$ cat src/rtl/instr_pkg.sv
// Shared RV32I encoder definitions: one-hot instruction-type codes, base opcodes,
// the decoded-field bundle and the type/opcode legality helpers.
package instr_pkg;

    localparam logic [5:0] TYPE_R = 6'b100000;
    localparam logic [5:0] TYPE_I = 6'b010000;
    localparam logic [5:0] TYPE_S = 6'b001000;
    localparam logic [5:0] TYPE_B = 6'b000100;
    localparam logic [5:0] TYPE_U = 6'b000010;
    localparam logic [5:0] TYPE_J = 6'b000001;

    localparam logic [6:0] OP_R     = 7'h33;
    localparam logic [6:0] OP_JALR  = 7'h67;
    localparam logic [6:0] OP_LOAD  = 7'h03;
    localparam logic [6:0] OP_IMM   = 7'h13;
    localparam logic [6:0] OP_STORE = 7'h23;
    localparam logic [6:0] OP_BR    = 7'h63;
    localparam logic [6:0] OP_LUI   = 7'h37;
    localparam logic [6:0] OP_AUIPC = 7'h17;
    localparam logic [6:0] OP_JAL   = 7'h6F;

    typedef struct packed {
        logic [5:0]  itype;
        logic [6:0]  opcode;
        logic [4:0]  rs0;
        logic [4:0]  rs1;
        logic [4:0]  rdt;
        logic [2:0]  funct3;
        logic [6:0]  funct7;
        logic [19:0] imm;
    } instr_fields_t;

    function automatic logic onehot6(input logic [5:0] t);
        return (t != 6'd0) && ((t & (t - 6'd1)) == 6'd0);
    endfunction

    function automatic logic opcode_matches(input logic [5:0] t, input logic [6:0] op);
        logic ok;
        ok = 1'b0;
        case (t)
            TYPE_R:  ok = (op == OP_R);
            TYPE_I:  ok = (op == OP_JALR) || (op == OP_LOAD) || (op == OP_IMM);
            TYPE_S:  ok = (op == OP_STORE);
            TYPE_B:  ok = (op == OP_BR);
            TYPE_U:  ok = (op == OP_LUI) || (op == OP_AUIPC);
            TYPE_J:  ok = (op == OP_JAL);
            default: ok = 1'b0;
        endcase
        return ok;
    endfunction

endpackage

$ cat src/rtl/instr_encoder_if.sv
// Field-bundle input, encoded-word output and address-control signals of instr_encoder.
// master = producer/consumer side, slave = the encoder.
interface instr_encoder_if #(
    parameter int ADDR_W = 10
) ();
    logic              in_valid;
    logic              in_ready;
    logic [5:0]        in_type;
    logic [6:0]        in_opcode;
    logic [4:0]        in_rs0;
    logic [4:0]        in_rs1;
    logic [4:0]        in_rdt;
    logic [2:0]        in_funct3;
    logic [6:0]        in_funct7;
    logic [19:0]       in_imm;
    logic              addr_load;
    logic [ADDR_W-1:0] addr_base;
    logic              out_valid;
    logic              out_ready;
    logic [31:0]       out_instr;
    logic [ADDR_W-1:0] out_addr;
    logic              err;
    logic [7:0]        err_cnt;

    modport master (
        output in_valid, in_type, in_opcode, in_rs0, in_rs1, in_rdt,
               in_funct3, in_funct7, in_imm, addr_load, addr_base, out_ready,
        input  in_ready, out_valid, out_instr, out_addr, err, err_cnt
    );

    modport slave (
        input  in_valid, in_type, in_opcode, in_rs0, in_rs1, in_rdt,
               in_funct3, in_funct7, in_imm, addr_load, addr_base, out_ready,
        output in_ready, out_valid, out_instr, out_addr, err, err_cnt
    );
endinterface

$ cat src/rtl/instr_fifo.sv
// Synchronous DEPTH x WIDTH FIFO (DEPTH a power of two). Push is refused when full
// even if a pop happens in the same cycle; the read port shows the head combinationally.
module instr_fifo #(
    parameter int DEPTH = 4,
    parameter int WIDTH = 32
) (
    input  logic             clk,
    input  logic             rst_n,
    input  logic             push,
    input  logic [WIDTH-1:0] din,
    input  logic             pop,
    output logic [WIDTH-1:0] dout,
    output logic             full,
    output logic             empty
);
    localparam int AW = $clog2(DEPTH);

    logic [WIDTH-1:0] mem [DEPTH];
    logic [AW-1:0]    wr_ptr;
    logic [AW-1:0]    rd_ptr;
    logic [AW:0]      count;
    logic             do_push;
    logic             do_pop;

    assign do_push = push && !full;
    assign do_pop  = pop && !empty;

    // count never exceeds DEPTH = 2**AW, so its MSB alone flags full
    assign full  = count[AW];
    assign empty = (count == '0);
    assign dout  = mem[rd_ptr];

    always_ff @(posedge clk or negedge rst_n) begin
        if (!rst_n) begin
            wr_ptr <= '0;
            rd_ptr <= '0;
            count  <= '0;
        end else begin
            if (do_push) wr_ptr <= wr_ptr + AW'(1);
            if (do_pop)  rd_ptr <= rd_ptr + AW'(1);
            case ({do_push, do_pop})
                2'b10:   count <= count + (AW+1)'(1);
                2'b01:   count <= count - (AW+1)'(1);
                default: count <= count;
            endcase
        end
    end

    always_ff @(posedge clk) begin
        if (do_push) mem[wr_ptr] <= din;
    end

endmodule

$ cat src/rtl/instr_encoder.sv
// Packs decoded RV32I field bundles into 32-bit words, queues them and emits them with
// a word address. Build option OPCODE_CHECK_EN also drops bundles whose opcode mismatches the type.
module instr_encoder
    import instr_pkg::*;
#(
    parameter int DEPTH  = 4,
    parameter int ADDR_W = 10
) (
    input  logic           clk,
    input  logic           rst_n,
    instr_encoder_if.slave bus
);
    instr_fields_t     fields;
    logic              type_ok;
    logic              op_ok;
    logic              bundle_ok;
    logic              accept;
    logic              push;
    logic              drop;
    logic              pop;
    logic              full;
    logic              empty;
    logic [31:0]       enc_word;
    logic [31:0]       head_word;
    logic [31:0]       hold_q;
    logic              err_p1;
    logic [7:0]        err_cnt_q;
    logic [ADDR_W-1:0] addr_q;

    // Immediate placement mirrors the decoder so encode-then-decode is lossless
    function automatic logic [31:0] encode(input instr_fields_t f);
        logic [31:0] w;
        w = {25'd0, f.opcode};
        case (f.itype)
            TYPE_R: w = {f.funct7, f.rs1, f.rs0, f.funct3, f.rdt, f.opcode};
            TYPE_I: w = {f.imm[11:0], f.rs0, f.funct3, f.rdt, f.opcode};
            TYPE_S: w = {f.imm[11:5], f.rs1, f.rs0, f.funct3, f.imm[4:0], f.opcode};
            TYPE_B: w = {f.imm[11], f.imm[9:4], f.rs1, f.rs0, f.funct3,
                         f.imm[3:0], f.imm[10], f.opcode};
            TYPE_U: w = {f.imm[19:0], f.rdt, f.opcode};
            TYPE_J: w = {f.imm[19], f.imm[9:0], f.imm[10], f.imm[18:11], f.rdt, f.opcode};
            default: w = {25'd0, f.opcode};
        endcase
        return w;
    endfunction

    always_comb begin
        fields        = '0;
        fields.itype  = bus.in_type;
        fields.opcode = bus.in_opcode;
        fields.rs0    = bus.in_rs0;
        fields.rs1    = bus.in_rs1;
        fields.rdt    = bus.in_rdt;
        fields.funct3 = bus.in_funct3;
        fields.funct7 = bus.in_funct7;
        fields.imm    = bus.in_imm;
    end

    assign type_ok = onehot6(fields.itype);
`ifdef OPCODE_CHECK_EN
    assign op_ok = opcode_matches(fields.itype, fields.opcode);
`else
    assign op_ok = 1'b1;
`endif
    assign bundle_ok = type_ok && op_ok;
    assign enc_word  = encode(fields);

    // Malformed bundles are still accepted (consumed) so upstream never stalls on them
    assign accept = bus.in_valid && !full;
    assign push   = accept && bundle_ok;
    assign drop   = accept && !bundle_ok;
    assign pop    = !empty && bus.out_ready;

    instr_fifo #(
        .DEPTH (DEPTH),
        .WIDTH (32)
    ) u_fifo (
        .clk   (clk),
        .rst_n (rst_n),
        .push  (push),
        .din   (enc_word),
        .pop   (pop),
        .dout  (head_word),
        .full  (full),
        .empty (empty)
    );

    assign bus.in_ready  = !full;
    assign bus.out_valid = !empty;
    assign bus.out_instr = empty ? hold_q : head_word;
    assign bus.out_addr  = addr_q;
    assign bus.err       = err_p1;
    assign bus.err_cnt   = err_cnt_q;

    // Output stage: last-popped word, word address and drop bookkeeping
    always_ff @(posedge clk or negedge rst_n) begin
        if (!rst_n) begin
            hold_q    <= '0;
            err_p1    <= 1'b0;
            err_cnt_q <= '0;
            addr_q    <= '0;
        end else begin
            if (pop) hold_q <= head_word;
            err_p1 <= drop;
            if (drop && (err_cnt_q != 8'hFF)) err_cnt_q <= err_cnt_q + 8'd1;
            if (bus.addr_load)
                addr_q <= bus.addr_base;
            else if (pop)
                addr_q <= addr_q + ADDR_W'(1);
        end
    end

endmodule
$ cat src/flat_wrapper.sv
// flat-port wrapper written by rule: the top's interface ports become plain ports
module instr_encoder_flat import instr_pkg::*;
#(
    parameter int DEPTH  = 4,
    parameter int ADDR_W = 10
)
  (clk, rst_n, bus_in_valid, bus_in_type, bus_in_opcode, bus_in_rs0, bus_in_rs1, bus_in_rdt, bus_in_funct3, bus_in_funct7, bus_in_imm, bus_addr_load, bus_addr_base, bus_out_ready, bus_in_ready, bus_out_valid, bus_out_instr, bus_out_addr, bus_err, bus_err_cnt);
  instr_encoder_if #(.ADDR_W(ADDR_W)) bus_i ();
  input  logic clk;
  input  logic rst_n;
  input wire logic [$bits(bus_i.in_valid)-1:0] bus_in_valid;
  input wire logic [$bits(bus_i.in_type)-1:0] bus_in_type;
  input wire logic [$bits(bus_i.in_opcode)-1:0] bus_in_opcode;
  input wire logic [$bits(bus_i.in_rs0)-1:0] bus_in_rs0;
  input wire logic [$bits(bus_i.in_rs1)-1:0] bus_in_rs1;
  input wire logic [$bits(bus_i.in_rdt)-1:0] bus_in_rdt;
  input wire logic [$bits(bus_i.in_funct3)-1:0] bus_in_funct3;
  input wire logic [$bits(bus_i.in_funct7)-1:0] bus_in_funct7;
  input wire logic [$bits(bus_i.in_imm)-1:0] bus_in_imm;
  input wire logic [$bits(bus_i.addr_load)-1:0] bus_addr_load;
  input wire logic [$bits(bus_i.addr_base)-1:0] bus_addr_base;
  input wire logic [$bits(bus_i.out_ready)-1:0] bus_out_ready;
  output wire logic [$bits(bus_i.in_ready)-1:0] bus_in_ready;
  output wire logic [$bits(bus_i.out_valid)-1:0] bus_out_valid;
  output wire logic [$bits(bus_i.out_instr)-1:0] bus_out_instr;
  output wire logic [$bits(bus_i.out_addr)-1:0] bus_out_addr;
  output wire logic [$bits(bus_i.err)-1:0] bus_err;
  output wire logic [$bits(bus_i.err_cnt)-1:0] bus_err_cnt;
  assign bus_i.in_valid = bus_in_valid;
  assign bus_i.in_type = bus_in_type;
  assign bus_i.in_opcode = bus_in_opcode;
  assign bus_i.in_rs0 = bus_in_rs0;
  assign bus_i.in_rs1 = bus_in_rs1;
  assign bus_i.in_rdt = bus_in_rdt;
  assign bus_i.in_funct3 = bus_in_funct3;
  assign bus_i.in_funct7 = bus_in_funct7;
  assign bus_i.in_imm = bus_in_imm;
  assign bus_i.addr_load = bus_addr_load;
  assign bus_i.addr_base = bus_addr_base;
  assign bus_i.out_ready = bus_out_ready;
  assign bus_in_ready = bus_i.in_ready;
  assign bus_out_valid = bus_i.out_valid;
  assign bus_out_instr = bus_i.out_instr;
  assign bus_out_addr = bus_i.out_addr;
  assign bus_err = bus_i.err;
  assign bus_err_cnt = bus_i.err_cnt;
  instr_encoder #(.DEPTH(DEPTH), .ADDR_W(ADDR_W)) u_core (.clk(clk), .rst_n(rst_n), .bus(bus_i));
endmodule
$ cat config.mk
export PLATFORM = sky130hd
export DESIGN_NAME = instr_encoder_flat
export DESIGN_NICKNAME = d
export VERILOG_FILES = /design/src/rtl/instr_pkg.sv /design/src/rtl/instr_encoder_if.sv /design/src/rtl/instr_fifo.sv /design/src/rtl/instr_encoder.sv /design/src/flat_wrapper.sv
export SDC_FILE = /design/constraint.sdc
export NUM_CORES = 1
export LEC_CHECK = 0
export BUFFER_PORTS_ARGS = -buffer_cell sky130_fd_sc_hd__buf_4
export CORE_MARGIN = 4
export CORE_UTILIZATION = 61
export CTS_CLUSTER_SIZE = 25
export DETAILED_ROUTE_END_ITERATION = 7
export GPL_TIMING_DRIVEN = 1
export PLACE_DENSITY = 0.81
export SLEW_MARGIN = 10
export SYNTH_ARGS = -nofsm -noshare
export SYNTH_HDL_FRONTEND = slang
export SYNTH_SLANG_ARGS = --single-unit
$ cat constraint.sdc
create_clock -name clk -period 6.5 [get_ports clk]
set_clock_uncertainty 0.1 [all_clocks]
set_input_delay 1.3 -clock clk [delete_from_list [all_inputs] [get_ports clk]]
set_output_delay 1.3 -clock clk [all_outputs]
set_load 0.01 [all_outputs]
Word-level counts from Yosys, hierarchy flattened
Memories as Yosys holds them, arrays and structs flattened.
Cells that the tools add are included.
{ "op_classes": {"mux": 7, "reduce_logical": 16, "addsub": 7, "div": 0, "bitwise_logic": 1, "order_cmp": 0, "n_mul": 0, "shifts": 0, "n_eq_ne": 9} }
{ "op_table": {"columns": ["op", "n"], "rows": [
  ["one-hot mux 32 bit (6 select lines)", 1],
  ["2-to-1 mux 32 bit", 1],
  ["2-to-1 mux 10 bit", 2],
  ["adder 10 x 1 -> 10 bit (second input constant)", 1],
  ["adder 8 x 1 -> 8 bit (second input constant)", 1],
  ["logical AND 1 bit", 8],
  ["!= test 8 bit (second input constant)", 1],
  ["AND 6 bit", 1],
  ["equality test 6 x 1 -> 1 bit (second input constant)", 1],
  ["equality test 6 x 2 -> 1 bit (second input constant)", 1],
  ["equality test 6 x 3 -> 1 bit (second input constant)", 1],
  ["equality test 6 x 4 -> 1 bit (second input constant)", 1],
  ["equality test 6 x 5 -> 1 bit (second input constant)", 1],
  ["equality test 6 bit (second input constant)", 1],
  ["logical NOT 6 bit", 1],
  ["one-hot mux 3 bit (2 select lines)", 1],
  ["nonzero test 6 bit", 1],
  ["subtractor 6 x 1 -> 6 bit (second input constant)", 1],
  ["adder 2 x 1 -> 2 bit (second input constant)", 2],
  ["nonzero test 2 bit", 2],
  ["adder 3 x 1 -> 3 bit (second input constant)", 1],
  ["logical NOT 1 bit", 3],
  ["logical NOT 3 bit", 1],
  ["subtractor 3 x 1 -> 3 bit (second input constant)", 1],
  ["3 further kinds", 4]
]} }
{ "word_totals": {"word_cells": 48, "romBits": 0, "regBits": 58, "output_inout_bits": 53, "latch_bits": 0, "mem_count": 1, "in_bits": 73, "ram_bits": 128} }
{ "memory_table": {"columns": ["name", "depth", "word_bits", "rd", "rd_ports_with_merged_regs", "write_ports", "line", "text"], "rows": [
  ["u_core.u_fifo.mem", 4, 32, 1, 0, 1, "instr_fifo.sv:18", "logic [WIDTH-1:0] mem [DEPTH];"]
]} }

Longest topological paths before layout
{ "logic_depth": {"word_depth": 8, "depth_mapped": 13} }

By module
From an unflattened synthesis, not the netlist that was laid out.
{ "hier_totals": {"hier_cells": 573, "area_unflattened_um2": 8336.7} }
{ "modules_own_cells": {"columns": ["module", "n_inst", "cells_per_inst", "area_per_inst_um2"], "rows": [
  ["instr_fifo", 1, 206, 5077.4],
  ["instr_encoder", 1, 367, 3259.4]
]} }

Worst setup path before layout
Ideal clock, no wire load.
{ "synth_path": {"path_type": "in2reg", "start": "in bus_in_type[4]", "end": "mem u_core.u_fifo.mem[0][0], enable pin", "cell_stages": 6, "setup_slack_ns": 2.657, "n_path_buf": 1, "arrival_ns": 3.351, "required_time_ns": 6.008, "cell_sequence": "buf_2 > or4_4 > nor3b_4 > nor4b_1 > and2b_1 > and2_1"} }
{ "synth_via": {"elab_chain_cells": 8, "word_cells_on_any_way": 9} }
{ "synth_lines": {"columns": ["item", "line", "text"], "rows": [
  ["start, declared", "flat_wrapper.sv:12", "input wire logic [$bits(bus_i.in_type)-1:0] bus_in_type;"],
  ["subtractor 6 x 1 -> 6 bit", "instr_pkg.sv:34", "return (t != 6'd0) && ((t & (t - 6'd1)) == 6'd0);"],
  ["AND 6 bit", "instr_pkg.sv:34", null],
  ["logical NOT 6 bit", "instr_pkg.sv:34", null],
  ["logical AND 1 bit *", "instr_pkg.sv:34", null],
  ["logical AND 1 bit *", "instr_encoder.sv:70", "assign push = accept && bundle_ok;"],
  ["logical AND 1 bit *", "instr_fifo.sv:25", "assign do_push = push && !full;"],
  ["2-to-1 mux 1 bit *", "instr_fifo.sv:50", "if (do_push) mem[wr_ptr] <= din;"],
  ["2-to-1 mux 1 bit (implied by the code) *", "instr_fifo.sv:50", null],
  ["end, declared", "instr_fifo.sv:18", null]
]} }
Mark *: on every way between the ends. The rest lies on a longest branch, timed or not.

Worst setup path after layout
{ "layout_path": {"start": "in bus_in_type[3]", "end": "mem u_core.u_fifo.mem[1][23], enable pin"} }
Same word-level chain as after synthesis.

==> summary.md <==
| Metric | Value |
|---|---|
| Most common cell after layout, fill and taps aside | `buf_4` |
| Peak VDD IR | `232 uV` |
| Antenna violations before repair | `0` |
| Cell variety after synth | `47` |
| Worst Setup Start Kind | `input port` |
| Worst slew pin tran | `0.983 ns` |
| Dpl hpwl | `12.2 mm` |
| Clock power share | `26.1%` |
| Clock Path Buffers | `2` |
| Root Driver | `clkbuf_16` |
| Number of global-route vias before repair | `5,128` |
| Critical path capture point type | `flip-flop` |
| Worst-Skew Late Latency | `0.42 ns` |
| DRC Markers | `0` |
| Outcome | `completed` |
| CTS tree | `yes` |
| Leakage power | `3.90 nW` |
| Most frequent cells in the layout | `buf_4 (132), edfxtp_1 (128), mux2_2 (65)` |
| Placer's final routability congestion estimate | `0.884` |
| Data arrival, critical path | `4.16 ns` |
| Layout area overhead | `20.5%` |
| GRT Total Usage | `24.9%` |
| Final Worst Setup Slack | `2.32 ns` |
| Final setup TNS | `0 ns` |
| Mapped Avg Cell Area | `16.2 sq um` |
| Post-CTS Setup Inserts | `0` |
| Most frequent CP cell | `buf_4` |
| Min Tclk post-route | `4.18 ns` |
| IO Port Bufs | `125` |
| Power Density | `395 nW/um^2` |
| Synthesized net count | `588` |
| Post-Syn Instances | `507` |
| Layout cells sized above 1 | `42.3%` |
| Post-cts resize count | `0` |
| Post-Layout Cell Count | `819` |
| Final WL | `18.2 mm` |
| Place WS | `1.92 ns` |
| CTS clock-pin slew for the worst setup and hold paths | `0.06 ns` |
| First-pass GRT wire length | `28.0 mm` |
| Die Ht | `124 um` |
| Initial Utilization | `62.1%` |
| Remaining global-route overflow | `0` |
| Hold buffer count at cts | `0` |
| Vias per cell | `6.16` |
| Max Cap Violations | `0` |
| F_max | `239 MHz` |
| Die area | `15,400 sq um` |
| Worst-path cell chain | `buf_4 -> or4_4 -> nor3b_4 -> nor4b_1 -> and2b_1 -> and2_1 -> buf_4` |
| IO Pins | `126` |
| Hold Violations, Final | `0` |
| ANT nets after route | `0` |
| Nets | `711` |
| Placed cell count | `787` |
| Crit-path slowest cell | `nor3b_4` |
| Seq pwr share | `39.8%` |
| Seq/Total Area, Yosys | `64.6%` |
| Largest stage delay, worst path | `0.78 ns` |
| Drt wl/cell | `22.3 um` |
| Worst Path Required | `6.48 ns` |
| Slew Limit Fails | `0` |
| Mapped cell area | `8200 sq um` |
| Drt first pass iters | `6` |
| H-tree depth | `4` |
| Chip Width | `124 um` |
| CP max FO | `25` |
| Core area | `13,200 sq um` |
| Net Switching | `1.15 mW` |
| Final setup vio count | `0` |
| Worst slew margin | `34.5%` |
| RSZ-0062 raised after global routing | `false` |
| Synth Warn # | `0` |
| Switching share of power | `29.4%` |
| Diodes inserted | `0` |
| Via Count | `5,047` |
| Clock sinks | `186` |
| Gate power share | `34.1%` |
| Cell Int Power | `2.75 mW` |
| TritonCTS buffer count | `17` |
| Crit path kind | `in -> reg` |
| Part of the cycle the worst path needs | `64.3%` |
| Row cnt | `42` |
| Synth Register Bits | `186` |
| DR iter-0 viols | `784` |
| Min-delay worst type | `reg -> reg` |
| Largest net degree at the start of global routing | `59` |
==> path summary, 6_finish.rpt <==
kind | startpoint | end | slack, ns | cells after the start
setup reg to reg | u_core.u_fifo.count[0] | u_core.bus.out_addr[9] | 4.16 | 6
hold reg to reg | u_core.hold_q[31] | u_core.hold_q[31] | 0.40 | 1
min in group asynchronous | rst_n | u_core.bus.out_addr[6] | 0.85 | 1
setup / recovery | bus_in_type[3] | u_core.u_fifo.mem[1][23] | 2.32 | 7
hold / removal | u_core.hold_q[31] | u_core.hold_q[31] | 0.40 | 1
max in group asynchronous | rst_n | u_core.u_fifo.rd_ptr[0] | 4.92 | 1
==> Yosys cell counts (all sizes together) <==
cell type    n  share of area [%]
o21ba        1               0.12
nor3         4               0.24
nor2b        1              0.076
mux2        67                9.3
nor3b        3               0.47
a21boi       1               0.14
a21oi        2               0.26
buf         12               0.81
ha           7                1.1
mux2i        2               0.24
or4          2               0.27
and4b        2               0.24
and4         1               0.12
o21ai       14               0.85
nor4b        1               0.11
o311a        1               0.12
and3         3               0.23
edfxtp     128                 47
o31a         1               0.11
nand2       38                1.7
a222oi      24                2.9
or3          1              0.076
inv         23                1.1
nand3b       2               0.18
dfrtp       58                 18
clkbuf      16               0.73
xnor2       12                1.3
fa           1               0.24
or2b         1              0.092
nand3        8               0.49
o211ai       2               0.18
nand4        6               0.46
or2          2               0.15
and2b        1              0.092
xor2        11                1.2
mux4        32                8.8
or4b         1               0.12
and2         4               0.31
nor2        11               0.53
==> sequential cells by signal, summed over array words and instances (netlist names) <==
register,count
u_core.hold_q,32
u_core.bus.out_addr,10
u_core.u_fifo.mem,128
u_core.u_fifo.count,3
u_core.u_fifo.rd_ptr,2
u_core.u_fifo.wr_ptr,2
u_core.bus.err_cnt,8
u_core.bus.err,1
==> through the flow <==
| stage | util [%] | total power [mW] | cell area [sq um] | hold WS, ns |
|---|---|---|---|---|
| 2_1_floorplan | - | 2.40 | 8200 | 0.368 |
| 3_3_place_gp | 70.4 | 2.86 | 9290 | 0.385 |
| 3_5_place_dp | 70.4 | 2.90 | 9290 | 0.392 |
| 4_1_cts | 74.8 | 3.92 | 9870 | 0.407 |
| 5_1_grt | 74.8 | 4.08 | 9870 | 0.419 |
| 6_report | 74.8 | 3.89 | 9870 | 0.403 |
==> cells by family (layout without fill, tap and decap cells) <==
logic type | Yosys count | after routing | synth area share, %
AO/OA/AOI/OAI | 46 | 46 | 4.72
XOR/XNOR | 23 | 23 | 2.46
adder cells (fa/ha/maj) | 8 | 8 | 1.31
buffers and inverters | 51 | 187 | 2.60
flip-flops | 186 | 186 | 64.6
multiplexers | 101 | 101 | 18.3
AND/OR/NAND/NOR | 92 | 92 | 6.02
==> critical path, delay by kind of cell <==
| kind | cells | cell delay (ns) |
|---|---|---|
| AND/OR/NAND/NOR | 5 | 2.28 |
| buffers and inverters | 2 | 0.57 |
==> layout make-up <==
type	instances	area, sq um
fill	760	3320
sequential	186	5300
clock inverter	13	141
inverter	23	86.3
clock buffer	19	443
tap	176	220
multi-input combinational	270	2690
timing repair buffer	132	991
==> routing by layer <==
metal	part of all wire (%)	global-route usage, %
met5	0	0
met4	2.2	9.31
met3	6.9	4.72
met2	52	41.8
met1	39	32.8
==> power groups by stage <==
stage / Clock (mW) / Combinational, mW / Sequential, mW
after floorplan: 0 / 0.848 / 1.55
after global placement: 0 / 1.30 / 1.55
after detailed placement: 0 / 1.33 / 1.57
after CTS: 1.03 / 1.35 / 1.55
after global routing: 1.08 / 1.43 / 1.57
final: 1.02 / 1.33 / 1.55
Power figures use the tool's default switching activity.
